`config.mk`:
```
export PLATFORM = sky130hd
export DESIGN_NAME = fft_frame_sched
export DESIGN_NICKNAME = d
export VERILOG_FILES = /design/src/rtl/fft_sched_pkg.sv /design/src/rtl/decim_strobe.sv /design/src/rtl/fft_frame_sched.sv
export SDC_FILE = /design/constraint.sdc
export NUM_CORES = 1
export LEC_CHECK = 0
export ABC_AREA = 1
export CORE_MARGIN = 2
export CORE_UTILIZATION = 55
export CTS_CLUSTER_DIAMETER = 150
export DETAILED_ROUTE_END_ITERATION = 10
export PLACE_DENSITY_LB_ADDON = 0.1
export SLEW_MARGIN = 15
export SYNTH_ARGS = -nofsm -noshare
export SYNTH_HDL_FRONTEND = slang
export SYNTH_HIERARCHICAL = 1
export SYNTH_SLANG_ARGS = --single-unit
```
`constraint.sdc`:
```
create_clock -name fft_clk -period 3 [get_ports fft_clk]
set_clock_uncertainty 0.1 [all_clocks]
set_input_delay 0.6 -clock fft_clk [delete_from_list [all_inputs] [get_ports fft_clk]]
set_output_delay 0.6 -clock fft_clk [all_outputs]
set_load 0.005 [all_outputs]
```
`src/rtl/fft_sched_pkg.sv`:
```
// Shared types and constants for the FFT frame scheduler and its decimation strobe.
package fft_sched_pkg;

    typedef enum logic [2:0] {
        IDLE,
        CFG,
        FILL,
        DRAIN,
        DONE
    } state_e;

    localparam int CFG_W    = 8;
    localparam int SAMPLE_W = 10;
    localparam int TDATA_W  = 32;

    // bit0 = forward transform
    localparam logic [CFG_W-1:0] CFG_FWD = 8'h01;

    function automatic int idx_w(input int n_point);
        return (n_point <= 2) ? 1 : $clog2(n_point);
    endfunction

endpackage

```
`src/rtl/decim_strobe.sv`:
```
// Free-running modulo-DECIM counter producing a one-cycle tick on its last count.
module decim_strobe #(
    parameter int DECIM = 8
) (
    input  logic fft_clk,
    input  logic rst,
    input  logic clr,
    output logic tick
);

    localparam logic [7:0] DEC_LAST = 8'(DECIM - 1);

    logic [7:0] dec_cnt;

    assign tick = !clr && (dec_cnt == DEC_LAST);

    // NOTE: clocked state uses non-blocking (<=) so every register samples pre-edge values.
    always_ff @(posedge fft_clk or posedge rst) begin
        if (rst) begin
            dec_cnt <= '0;
        end else if (clr || dec_cnt == DEC_LAST) begin
            dec_cnt <= '0;
        end else begin
            dec_cnt <= dec_cnt + 8'd1;
        end
    end

endmodule

```
`src/rtl/fft_frame_sched.sv`:
```
// Per-frame FFT sequencer: config word, decimated AXI-Stream sample feed, output frame
// counting with frame_done pulse and sticky overrun / tlast-mismatch error.
module fft_frame_sched
    import fft_sched_pkg::*;
#(
    parameter int               N_POINT  = 4096,
    parameter int               DECIM    = 8,
    parameter logic [CFG_W-1:0] CFG_WORD = CFG_FWD
) (
    input  logic                fft_clk,
    input  logic                rst,
    input  logic                start,
    input  logic                cont_mode,
    input  logic [SAMPLE_W-1:0] ad_data,
    output logic [CFG_W-1:0]    cfg_tdata,
    output logic                cfg_tvalid,
    input  logic                cfg_tready,
    output logic [TDATA_W-1:0]  s_tdata,
    output logic                s_tvalid,
    input  logic                s_tready,
    output logic                s_tlast,
    input  logic                m_tvalid,
    input  logic                m_tlast,
    output logic                m_tready,
    output logic                busy,
    output logic                frame_done,
    output logic [7:0]          frame_cnt,
    output logic                err
);

    localparam int               IDX_W    = idx_w(N_POINT);
    localparam logic [IDX_W-1:0] LAST_IDX = IDX_W'(N_POINT - 1);

    state_e           state, state_nxt;
    logic             dec_clr, tick;
    logic [IDX_W-1:0] in_idx, out_idx, load_idx;
    logic             in_fill, s_hs, last_hs, load, drop;
    logic             out_beat, out_last;

    decim_strobe #(.DECIM(DECIM)) u_decim (
        .fft_clk (fft_clk),
        .rst     (rst),
        .clr     (dec_clr),
        .tick    (tick)
    );

    assign cfg_tdata = CFG_WORD;
    assign m_tready  = 1'b1;

    assign in_fill  = (state == FILL);
    assign s_hs     = s_tvalid && s_tready;
    assign last_hs  = in_fill && s_hs && s_tlast;
    // A tick may refill the slot in the same cycle the pending sample is accepted.
    assign load     = in_fill && tick && (!s_tvalid || s_hs) && !last_hs;
    assign drop     = in_fill && tick && s_tvalid && !s_hs;
    assign load_idx = s_hs ? in_idx + IDX_W'(1) : in_idx;
    assign out_beat = (state == DRAIN) && m_tvalid;
    assign out_last = out_beat && (out_idx == LAST_IDX);

    always_ff @(posedge fft_clk or posedge rst) begin
        if (rst) begin
            state <= IDLE;
        end else begin
            state <= state_nxt;
        end
    end

    // NOTE: every output is given a default first so no path leaves it unassigned (no latch).
    always_comb begin
        state_nxt  = state;
        cfg_tvalid = 1'b0;
        frame_done = 1'b0;
        dec_clr    = 1'b1;
        busy       = 1'b1;
        case (state)
            IDLE: begin
                busy = 1'b0;
                if (start) state_nxt = CFG;
            end
            CFG: begin
                cfg_tvalid = 1'b1;
                if (cfg_tready) state_nxt = FILL;
            end
            FILL: begin
                dec_clr = 1'b0;
                if (last_hs) state_nxt = DRAIN;
            end
            DRAIN: begin
                dec_clr = 1'b0;
                if (out_last) state_nxt = DONE;
            end
            DONE: begin
                frame_done = 1'b1;
                state_nxt  = cont_mode ? FILL : IDLE;
            end
            default: state_nxt = IDLE;
        endcase
    end

    always_ff @(posedge fft_clk or posedge rst) begin
        if (rst) begin
            in_idx    <= '0;
            out_idx   <= '0;
            s_tdata   <= '0;
            s_tvalid  <= 1'b0;
            s_tlast   <= 1'b0;
            frame_cnt <= '0;
            err       <= 1'b0;
        end else begin
            if (state == CFG || state == DONE) begin
                in_idx  <= '0;
                out_idx <= '0;
            end else begin
                if (in_fill && s_hs) in_idx <= in_idx + IDX_W'(1);
                if (out_beat)        out_idx <= out_idx + IDX_W'(1);
            end

            if (load) begin
                s_tdata  <= TDATA_W'(ad_data);
                s_tvalid <= 1'b1;
                s_tlast  <= (load_idx == LAST_IDX);
            end else if (s_hs) begin
                s_tvalid <= 1'b0;
                s_tlast  <= 1'b0;
            end

            // m_tlast must coincide exactly with the counted last beat.
            if (drop || (out_beat && (m_tlast != (out_idx == LAST_IDX)))) begin
                err <= 1'b1;
            end

            if (out_last) frame_cnt <= frame_cnt + 8'd1;
        end
    end

endmodule
```
== Word-level counts from Yosys, hierarchy flattened ==
Cells that the tools add are included.

* $add $sub $neg: 4
* Equality and inequality tests: 12
* Muxes and demuxes: 19
* Reductions and logical operators: 25

{| class="wikitable"
|+ Operators by type and width
! cell !! number
|-
| $mux W12 || 5
|-
| $add A12 B1 Y12 const B || 2
|-
| $eq A12 B12 Y1 const B || 2
|-
| $add A8 B1 Y8 const B || 2
|-
| $pmux W3 S5 || 1
|-
| $logic_and A1 B1 Y1 || 12
|-
| $mux W3 || 4
|-
| $eq A8 B3 Y1 const B || 1
|-
| $mux W8 || 1
|-
| $mux W1 || 7
|-
| $eq A3 B2 Y1 const B || 2
|-
| $ne A2 B2 Y1 const B || 3
|-
| $reduce_bool A2 Y1 || 3
|-
| $logic_or A1 B1 Y1 || 4
|-
| $reduce_and A4 Y1 || 1
|-
| $eq A3 B1 Y1 const B || 1
|-
| $eq A3 B3 Y1 const B || 1
|-
| $logic_not A1 Y1 || 3
|-
| $logic_not A3 Y1 || 1
|-
| $mux W2 || 1
|-
| $ne A2 B1 Y1 const B || 1
|-
| $reduce_or A2 Y1 || 1
|-
| $ne A1 B1 Y1 || 1
|}

* Flip-flop bits (word level): 56
* Bits of input ports: 18

== Logic depth before layout (Yosys ltp) ==
Gate-level depths: netlist of the first run.

* Depth after elaboration: 7
* Depth in mapped cells: 11

== Cells and area by module ==
Netlist of the first run, hierarchy kept.

{| class="wikitable"
|+ By module, submodules not included
! module !! instances !! cells each !! area each (sq um) !! seq. area each (sq um)
|-
| fft_frame_sched || 1 || 365 || 2,805.2 || 1,201.2
|-
| decim_strobe || 1 || 54 || 429.2 || 200.2
|}

== Worst setup path before layout of the first run ==
Ideal clock, no wire load.

* Path type: reg-to-reg
* From: register u_decim.dec_cnt[0]
* To: register s_tdata[0]
* Data arrival time: 1.520 ns
* Setup slack: 1.263 ns
* Stages on the path, launching flop included: 12
* Path buffers: 1
* Period minus slack after synthesis: 1.737 ns
* Path through: dfrtp_1 ha_1 nand2_2 inv_2 nand2_2 nor3_1 nand3_1 nor2_1 inv_1 clkbuf_1 nand2_1 nand2_1

* Longest elaborated chain between the ends: 5

{| class="wikitable"
|+ Ends and longest elaborated chain
! item !! line !! source
|-
| start, declared || decim_strobe.sv:13 || <nowiki>logic [7:0] dec_cnt;</nowiki>
|-
| start signal, assigned || decim_strobe.sv:24 || <nowiki>dec_cnt <= dec_cnt + 8'd1;</nowiki>
|-
| $eq A8 B3 Y1 || decim_strobe.sv:15 || <nowiki>assign tick = !clr && (dec_cnt == DEC_LAST);</nowiki>
|-
| $logic_and A1 B1 Y1 || decim_strobe.sv:15 ||
|-
| net tick || fft_frame_sched.sv:35 || <nowiki>logic dec_clr, tick;</nowiki>
|-
| $logic_and A1 B1 Y1 (3 in a row) || fft_frame_sched.sv:54 || <nowiki>assign load = in_fill && tick && (!s_tvalid || s_hs) && !last_hs;</nowiki>
|-
| end signal, assigned || fft_frame_sched.sv:119 || <nowiki>s_tdata <= TDATA_W'(ad_data);</nowiki>
|-
| end, declared || fft_frame_sched.sv:18 || <nowiki>output logic [TDATA_W-1:0] s_tdata,</nowiki>
|}

The timed path passes the listed nets, and every way through them passes these cells.
A chain may end at the register's enable or synchronous reset.

== Final worst setup path of the first run ==
* From: register state[0]
* To: output port cfg_tvalid

* Longest elaborated chain between the ends: 2

{| class="wikitable"
|+ Ends and longest elaborated chain
! item !! line !! source
|-
| start, declared || fft_frame_sched.sv:34 || <nowiki>state_e state, state_nxt;</nowiki>
|-
| start signal, assigned || fft_frame_sched.sv:64 || <nowiki>state <= state_nxt;</nowiki>
|-
| $eq A3 B1 Y1 || fft_frame_sched.sv:75 || <nowiki>case (state)</nowiki>
|-
| $mux W1 || fft_frame_sched.sv:75 ||
|-
| end, declared || fft_frame_sched.sv:16 || <nowiki>output logic cfg_tvalid,</nowiki>
|}

Every way passes these cells.

==> flow_summary.yaml, run 1 <==
finish:
  final_area_mm2: 0.00373
  final_nets: 486
  final_core_util_pct: 66.4
  diodes: 0
  drive_above_1_share_pct: 7.53
  area_growth_pct: 15.2
yosys:
  syn_area_per_cell_um2: 7.72
  async_flop_share_pct: 100
  syn_inst: 419
  synth_cell_type_count: 36
  seq_area_frac_synth_pct: 43.3
  synth_area_leader_cell: "dfrtp_1"
  ys_top_cells_by_area: "dfrtp_1, nand2_1, buf_4, inv_1, nor2_1"
  yosys_warnings: 6
  synth_top_area_share_pct: 43.3
  synth_seq_cells: 56
  synth_top_flop_cell: "dfrtp_1"
  netlist_area_mm2: 0.00323
  synth_enable_flop_cells: 0
clock_tree:
  root_buffer: "clkbuf_8"
  cts_resized: 0
  cts_max_level: 2
  postCtsHoldBufs: 0
  clkSinkCount: 56
  clock_latency_ns: 0.31
  cts_made_buffers: 5
  clk_path_buf_depth: 2
  postCtsSetupRepairBufs: 0
  cts_tree: "yes"
  cts.clk_slew.worst_paths_ns: 0.11
route:
  vias: 2696
  dr.pass1.iters: 4
  ant_nets: 0
  drt-initial-drc-count: 105
  drc: 0
  via_per_inst: 5.02
  routedWlPerCell_um: 12.2
  drt_wl_total_mm: 6.55
timing:
  worst_pin_slew_ns: 0.745
  setup_violations: 0
  rsz0062_at_grt: "no"
  relSlewSlack_pct: 50.1
  hold_violations: 0
  slew_violations: 0
  max_freq_mhz: 403
  post-route-min-period_ns: 2.48
  post-route-period-util_pct: 82.7
  finalSetupTns_ns: 0
outcome:
  status: "finished, final reports clean"
worst_setup_path:
  r2r-start: "state[0]$_DFFE_PP0P_"
  startpoint: "state[0]$_DFFE_PP0P_"
  critPathCapture: "cfg_tvalid"
  critPathArrivalTime_ns: 1.78
  rr_worst_depth: 5
  critPathKind: "reg2out"
  cp-end-kind: "primary output"
  required_ns: 2.30
  cp_max_fo: 4
  crit_path_start_kind: "register"
  r2r-end: "in_idx[9]$_DFFE_PP0P_"
  rrSetupSlack_ns: 0.88
pwr:
  switchingPower_mw: 0.755
  power.share.clock_pct: 23.0
  power.density_mw_per_mm2: 598
  leakage_nw: 1.86
  seqPwrFrac_pct: 46.1
  vdd_drop_max_mv: 0.355
  comb_power_share_pct: 30.9
  p_int_mw: 1.48
  switching_share_pct: 33.8
global_route:
  first_global_vias: 2527
  grt_pass1_wl_mm: 11.3
  grt_start_max_net_pins: 49
  antenna_found_initial: 0
  grt.overflow.total: 0
  grt_usage_pct: 22.1
floorplanning:
  io_pins: 73
  coreArea_mm2: 0.00561
  chipHeight_um: 80.7
  initial_core_util_pct: 57.7
  fp-row-count: 27
  design.die.area_mm2: 0.00651
  die_width_um: 80.7
placement:
  gp_congestion: 0.866
  placed_cell_area_mm2: 0.00361
  place_hpwl_mm: 4.85
  io_buffers: 41
job:
  timing.max_cap.violations: 0
worst_hold_path:
  hp-class: "reg2reg"
## worst max-delay path: stages, from the launching register on
cell and delay, ns:
dfrtp_1 0.43, inv_1 0.09, nor3_1 0.35, clkdlybuf4s50_1 0.60
## cell type report
type | count | area (µm²)
fillers | 490 | 1880
flip-flops and latches | 56 | 1400
well taps | 72 | 90.1
clock buffers | 5 | 68.8
repair buffers | 45 | 440
clock inverters | 3 | 42.5
multi-input cells | 303 | 1480
inverters | 53 | 199
## cell usage in the layout (no fill, tap or decap), drive strengths merged
cell type / n
bufinv: 1
xor2: 6
o22ai: 8
a31oi: 2
nor3b: 1
inv: 53
clkbuf: 5
dfrtp: 56
o21a: 1
nand4: 7
o21bai: 3
o21ai: 20
a32o: 1
nand2: 118
clkdlybuf4s50: 41
nand3: 30
buf: 4
conb: 31
xnor2: 3
nor3: 6
or2: 1
a21oi: 11
ha: 4
o31ai: 1
nor2: 48
a211oi: 1
clkinvlp: 1
clkinv: 1
## per-layer routing
layer / share of wire (%) / wire (µm) / vias to the layer above / track usage, %
li1: - / - / 1354 / -
met1: 46 / 3030 / 1268 / 28.1
met2: 48 / 3130 / 68 / 38.5
met3: 5.2 / 344 / 6 / 4.49
met4: 0.84 / 55 / 0 / 5.59
met5: 0 / 0 / - / 0
## synthesized netlist by cell type (3+ instances only)
master	number
nand2_1	111
dfrtp_1	56
inv_1	51
nor2_1	43
buf_4	32
nand3_1	28
o21ai_0	20
a21oi_1	11
o22ai_1	8
nand2_2	6
nand4_1	6
xor2_1	6
ha_1	4
nor2_2	4
buf_2	3
nor3_1	3
xnor2_1	3
## registers in the layout, indices dropped and copies added (netlist names)
register	count
s_tdata	10
u_decim/dec_cnt	8
s_tlast	1
in_idx	12
state	3
out_idx	12
s_tvalid	1
err	1
frame_cnt	8
## worst min path at each step
| stage | start | depth (start not counted) | slack, ns | endpoint |
|---|---|---|---|---|
| 5_1_grt | s_tdata[0]$_DFFE_PP0P_ | 2 | 0.41 | s_tdata[0]$_DFFE_PP0P_ |
| 6_report | s_tdata[7]$_DFFE_PP0P_ | 2 | 0.38 | s_tdata[7]$_DFFE_PP0P_ |
| 4_1_cts | s_tdata[7]$_DFFE_PP0P_ | 2 | 0.38 | s_tdata[7]$_DFFE_PP0P_ |
| 3_5_place_dp | s_tdata[7]$_DFFE_PP0P_ | 2 | 0.36 | s_tdata[7]$_DFFE_PP0P_ |
| 3_3_place_gp | s_tdata[8]$_DFFE_PP0P_ | 2 | 0.35 | s_tdata[8]$_DFFE_PP0P_ |
| 2_1_floorplan | rst | 1 | 0.32 | u_decim/dec_cnt[0]$_DFF_PP0_ |
## logic make-up (layout without fill, tap and decap cells)
family / count (synthesis) / after routing / synth area share [%]
and+or+nand+nor: 211 / 211 / 29.5
buffers and inverters: 89 / 106 / 14.2
DFF: 56 / 56 / 43.3
AOI/OAI and AO/OA: 48 / 48 / 8.78
xor gates and xnor gates: 9 / 9 / 2.44
adders and majority gates: 4 / 4 / 1.55
other: 2 / 31 / 0.232
## power groups by stage
| stage | clock network, mW | logic (mW) | registers [mW] |
|---|---|---|---|
| 6_report | 0.514 | 0.689 | 1.03 |
| 5_1_grt | 0.546 | 0.785 | 1.05 |
| 4_1_cts | 0.516 | 0.698 | 1.03 |
| 3_5_place_dp | 0 | 0.692 | 1.04 |
| 3_3_place_gp | 0 | 0.679 | 1.04 |
| 2_1_floorplan | 0 | 0.439 | 1.03 |
## per-stage QoR
step           cells  hold WS [ns]  setup WS, ns  power, mW
6_report         537         0.385         0.518       2.23
4_1_cts          537         0.385         0.521       2.24
2_1_floorplan    448         0.316          1.16       1.47
5_1_grt          537         0.410         0.343       2.38
3_5_place_dp     529         0.359         0.646       1.73
3_3_place_gp     529         0.353         0.684       1.72
Power figures use the tool's default switching activity.
==> run 2, diff against run 1 <==
--- a/config.mk
+++ b/config.mk
@@ -7,7 +7,7 @@
 export LEC_CHECK = 0
 export ABC_AREA = 1
 export CORE_MARGIN = 2
-export CORE_UTILIZATION = 55
+export CORE_UTILIZATION = 51
 export CTS_CLUSTER_DIAMETER = 150
 export DETAILED_ROUTE_END_ITERATION = 10
 export PLACE_DENSITY_LB_ADDON = 0.1
==> constraint.sdc (replaced) <==
create_clock -name fft_clk -period 2.46 [get_ports fft_clk]
set_clock_uncertainty 0.1 [all_clocks]
set_input_delay 0.492 -clock fft_clk [delete_from_list [all_inputs] [get_ports fft_clk]]
set_output_delay 0.492 -clock fft_clk [all_outputs]
set_load 0.005 [all_outputs]
==> flow_summary.yaml, run 2 (same netlist as run 1, synthesis figures left out) <==
worst_setup_path:
  cp_top_family: "buffers and inverters"
  crit_cells: 4
  cp_slowest_cell: "clkdlybuf4s50_1"
  critPathArrivalTime_ns: 1.63
  rrSetupSlack_ns: 0.45
  critPathCapture: "cfg_tvalid"
  rr_worst_depth: 10
  crit_path_start_kind: "register"
  startpoint: "state[0]$_DFFE_PP0P_"
  cp_max_fo: 4
  r2r-end: "s_tlast$_DFFE_PP0P_"
  cp-end-kind: "primary output"
  r2r-start: "u_decim/dec_cnt[0]$_DFF_PP0_"
  crit_chain: "inv_1 -> nor3_1 -> buf_4 -> clkdlybuf4s50_1"
  critPathKind: "reg2out"
  max_stage_delay_ns: 0.50
  required_ns: 1.87
  crit_buf_inv: 3
timing:
  post-route-min-period_ns: 2.22
  hold_violations: 0
  rsz0062_at_grt: "no"
  slew_violations: 0
  finalSetupTns_ns: 0
  post-route-period-util_pct: 90.4
  fin_ws_ns: 0.237
  max_freq_mhz: 450
  setup_violations: 0
clock_tree:
  root_buffer: "clkbuf_8"
  clock_latency_ns: 0.32
  cts.clk_slew.worst_paths_ns: 0.11
  postCtsHoldBufs: 0
  cts_max_level: 2
  clk_path_buf_depth: 2
  postCtsSetupRepairBufs: 0
  clkSinkCount: 56
  cts_resized: 0
  cts_tree: "yes"
  cts_made_buffers: 5
route:
  dr.pass1.iters: 5
  ant_nets: 0
  via_per_inst: 4.92
  drt_wl_total_mm: 6.43
  drc: 0
  routedWlPerCell_um: 11.8
  vias: 2689
  drt-initial-drc-count: 139
finish:
  drive_above_1_share_pct: 8.32
  mostFrequentLayoutCell: "nand2_1"
  layout_common_cells: "nand2_1, dfrtp_1, inv_1, nor2_1, clkdlybuf4s50_1"
  final_nets: 490
  final_core_util_pct: 60.3
  area_growth_pct: 16.4
  diodes: 0
  largestRegisters: "in_idx x12, out_idx x12, s_tdata x10"
  fin_cells: 546
global_route:
  grt_start_max_net_pins: 30
  antenna_found_initial: 0
  grt.overflow.total: 0
  grt_pass1_wl_mm: 11.4
  first_global_vias: 2593
  grt_usage_pct: 19.8
job:
  timing.max_cap.violations: 0
floorplanning:
  coreArea_mm2: 0.00624
  fp-row-count: 29
  initial_core_util_pct: 51.8
  io_pins: 73
  die_width_um: 83.6
  chipHeight_um: 83.6
  design.die.area_mm2: 0.00699
pwr:
  finalPower_mw: 2.67
  leakage_nw: 1.89
  power.density_mw_per_mm2: 709
  vdd_drop_max_mv: 0.609
outcome:
  status: "finished, final reports clean"
worst_hold_path:
  hp-class: "in2async"
placement:
  gp_congestion: 0.880
  dp.cells: 538
  place_hpwl_mm: 4.90
  io_buffers: 41
  dp_slack_ns: 0.150
## run 2: cell count changes in the layout (fill, tap and decap cells not counted)
| cell | delta |
|---|---|
| buf_4 | +3 |
| inv_6 | +2 |
| buf_12 | +1 |
| bufinv_16 | -1 |
| clkbuf_8 | +1 |
| clkinv_2 | -1 |
| clkinvlp_4 | -1 |
## run 2: cell type report
cell class / instances / area (µm²)
inverters: 53 / 199
repair buffers: 49 / 483
multi-input cells: 303 / 1480
fillers: 613 / 2480
clock buffers: 6 / 82.6
flip-flops and latches: 56 / 1400
well taps: 77 / 96.3
clock inverters: 2 / 17.5
## run 2: per-stage QoR
step           area, µm²  hold WS [ns]
2_1_floorplan       3340         0.208
3_5_place_dp        3660         0.359
4_1_cts             3760         0.371
3_3_place_gp        3660         0.354
5_1_grt             3760         0.404
6_report            3760         0.369
## run 2: worst min-delay path by stage
stage                      startpoint                            to  slack, ns
2_1_floorplan                     rst  u_decim/dec_cnt[0]$_DFF_PP0_       0.21
3_3_place_gp   s_tdata[1]$_DFFE_PP0P_        s_tdata[1]$_DFFE_PP0P_       0.35
3_5_place_dp   s_tdata[6]$_DFFE_PP0P_        s_tdata[6]$_DFFE_PP0P_       0.36
4_1_cts                           rst  u_decim/dec_cnt[5]$_DFF_PP0_       0.37
5_1_grt                           rst  u_decim/dec_cnt[5]$_DFF_PP0_       0.40
6_report                          rst  u_decim/dec_cnt[0]$_DFF_PP0_       0.37
## run 2: layer usage
metal	track usage, %	up-vias	routed length, µm
met5	0	-	0
met4	6.74	0	113
met3	3.56	9	233
met2	33.5	60	3070
met1	25.6	1255	3010
li1	-	1365	-
## run 2: report_power, final
part	internal, mW	switching [mW]
logic	0.410	0.447
registers	1.10	0.152
clock network	0.237	0.319
total	1.75	0.918
==> run 3, diff against run 2 <==
--- a/config.mk
+++ b/config.mk
@@ -7,7 +7,7 @@
 export LEC_CHECK = 0
 export ABC_AREA = 1
 export CORE_MARGIN = 2
-export CORE_UTILIZATION = 51
+export CORE_UTILIZATION = 55
 export CTS_CLUSTER_DIAMETER = 150
 export DETAILED_ROUTE_END_ITERATION = 10
 export PLACE_DENSITY_LB_ADDON = 0.1
==> constraint.sdc (replaced) <==
create_clock -name fft_clk -period 2.6 [get_ports fft_clk]
set_clock_uncertainty 0.1 [all_clocks]
set_input_delay 0.52 -clock fft_clk [delete_from_list [all_inputs] [get_ports fft_clk]]
set_output_delay 0.52 -clock fft_clk [all_outputs]
set_load 0.005 [all_outputs]
==> flow_summary.yaml, run 3 (same netlist as run 1, synthesis figures left out) <==
outcome:
  status: "finished, final reports clean"
global_route:
  first_global_vias: 2490
  antenna_found_initial: 0
  grt_usage_pct: 22.4
  grt_pass1_wl_mm: 11.2
  grt_start_max_net_pins: 32
  grt.overflow.total: 0
clock_tree:
  postCtsHoldBufs: 0
  root_buffer: "clkbuf_8"
  cts.clk_slew.worst_paths_ns: 0.09
  clk_path_buf_depth: 2
  cts_tree: "yes"
  cts_resized: 0
  postCtsSetupRepairBufs: 0
  clkSinkCount: 56
  clock_latency_ns: 0.31
  cts_made_buffers: 5
  cts_max_level: 2
floorplanning:
  die_width_um: 80.7
  io_pins: 73
  coreArea_mm2: 0.00561
  design.die.area_mm2: 0.00651
  chipHeight_um: 80.7
  fp-row-count: 27
  initial_core_util_pct: 57.7
finish:
  final_nets: 487
  largestRegisters: "in_idx x12, out_idx x12, s_tdata x10"
  fillCellCount: 525
  mostFrequentLayoutCell: "nand2_1"
  diodes: 0
  drive_above_1_share_pct: 7.51
  area_growth_pct: 15.3
  layout_common_cells: "nand2_1, dfrtp_1, inv_1, nor2_1, clkdlybuf4s50_1"
worst_setup_path:
  required_ns: 1.98
  crit_chain: "nor3_1 -> clkdlybuf4s50_1"
  crit_cells: 2
  cp_max_fo: 5
  crit_path_start_kind: "register"
  rr_worst_depth: 6
  critPathKind: "reg2out"
  max_stage_delay_ns: 0.59
  cp_top_family: "buffers and inverters"
  critPathArrivalTime_ns: 1.72
  crit_buf_inv: 1
  cp-end-kind: "primary output"
  cp_slowest_cell: "clkdlybuf4s50_1"
worst_hold_path:
  hp-class: "reg2reg"
  holdPathStages: 2
timing:
  whs_ns: 0.378
  post-route-min-period_ns: 2.34
  max_freq_mhz: 427
  finalSetupTns_ns: 0
  hold_violations: 0
  relSlewSlack_pct: 47.8
  rsz0062_at_grt: "no"
  slew_violations: 0
  setup_violations: 0
  worst_pin_slew_ns: 0.780
  post-route-period-util_pct: 90.1
route:
  via_per_inst: 5.03
  routedWlPerCell_um: 12.4
  vias: 2707
  drt_wl_total_mm: 6.68
  drt-initial-drc-count: 109
  dr.pass1.iters: 4
  drc: 0
  ant_nets: 0
placement:
  place_hpwl_mm: 5.06
  gp_congestion: 0.857
  io_buffers: 41
pwr:
  vdd_drop_max_mv: 0.486
  leakage_nw: 1.87
  power.density_mw_per_mm2: 684
job:
  timing.max_cap.violations: 0
run 3: changes by cell type in the layout (fill, tap and decap cells not counted):
cell	previous run	this run
inv_6	2	0
clkbuf_1	0	1
buf_4	7	5
clkinv_2	0	1
buf_12	1	0
bufinv_16	0	1
clkbuf_8	6	5
run 3: final timing paths:
path	startpoint	endpoint	slack [ns]
max	state[1]$_DFFE_PP0P_	cfg_tvalid	0.26
min	s_tdata[9]$_DFFE_PP0P_	s_tdata[9]$_DFFE_PP0P_	0.38
max reg2reg	state[1]$_DFFE_PP0P_	in_idx[4]$_DFFE_PP0P_	0.42
min reg2reg	s_tdata[9]$_DFFE_PP0P_	s_tdata[9]$_DFFE_PP0P_	0.38
max in group asynchronous	rst	in_idx[4]$_DFFE_PP0P_	1.21
min in group asynchronous	rst	u_decim/dec_cnt[5]$_DFF_PP0_	0.39
run 3: area by class of cell:
type / instances / area (µm²) / share of cell area [%]
clock buffers: 6 / 72.6 / 1.95
clock inverters: 2 / 35.0 / 0.939
inverters: 53 / 199 / 5.33
multi-input cells: 303 / 1480 / 39.8
flip-flops and latches: 56 / 1400 / 37.6
well taps: 72 / 90.1 / 2.42
repair buffers: 46 / 448 / 12.0
run 3: tightest hold or removal path, stage by stage (launching register included):
cell and delay, ns:
dfrtp_1 0.36, nand2_1 0.05, nand2_1 0.04
run 3: power breakdown:
part / total, mW / switching (mW) / internal, mW
Sequential: 1.19 / 0.147 / 1.04
Clock: 0.566 / 0.279 / 0.286
Combinational: 0.797 / 0.422 / 0.375
run 3: through the flow:
stage | utilization, % | setup slack [ns] | std cells | instance area (µm²) | power [mW]
2_1_floorplan | - | 0.836 | 448 | 3340 | 1.69
3_3_place_gp | 64.6 | 0.309 | 530 | 3620 | 1.99
3_5_place_dp | 64.6 | 0.265 | 530 | 3620 | 2.01
4_1_cts | 66.5 | 0.236 | 538 | 3730 | 2.59
5_1_grt | 66.5 | 0.133 | 538 | 3730 | 2.74
6_report | 66.5 | 0.257 | 538 | 3730 | 2.55
run 3: layer usage:
layer  share of wire (%)  vias up  GRT usage [%]
li1                    -     1361              -
met1                  46     1260           29.3
met2                  49       79           37.5
met3                 4.6        7           4.16
met4                0.85        0           7.12
met5                   0        -              0
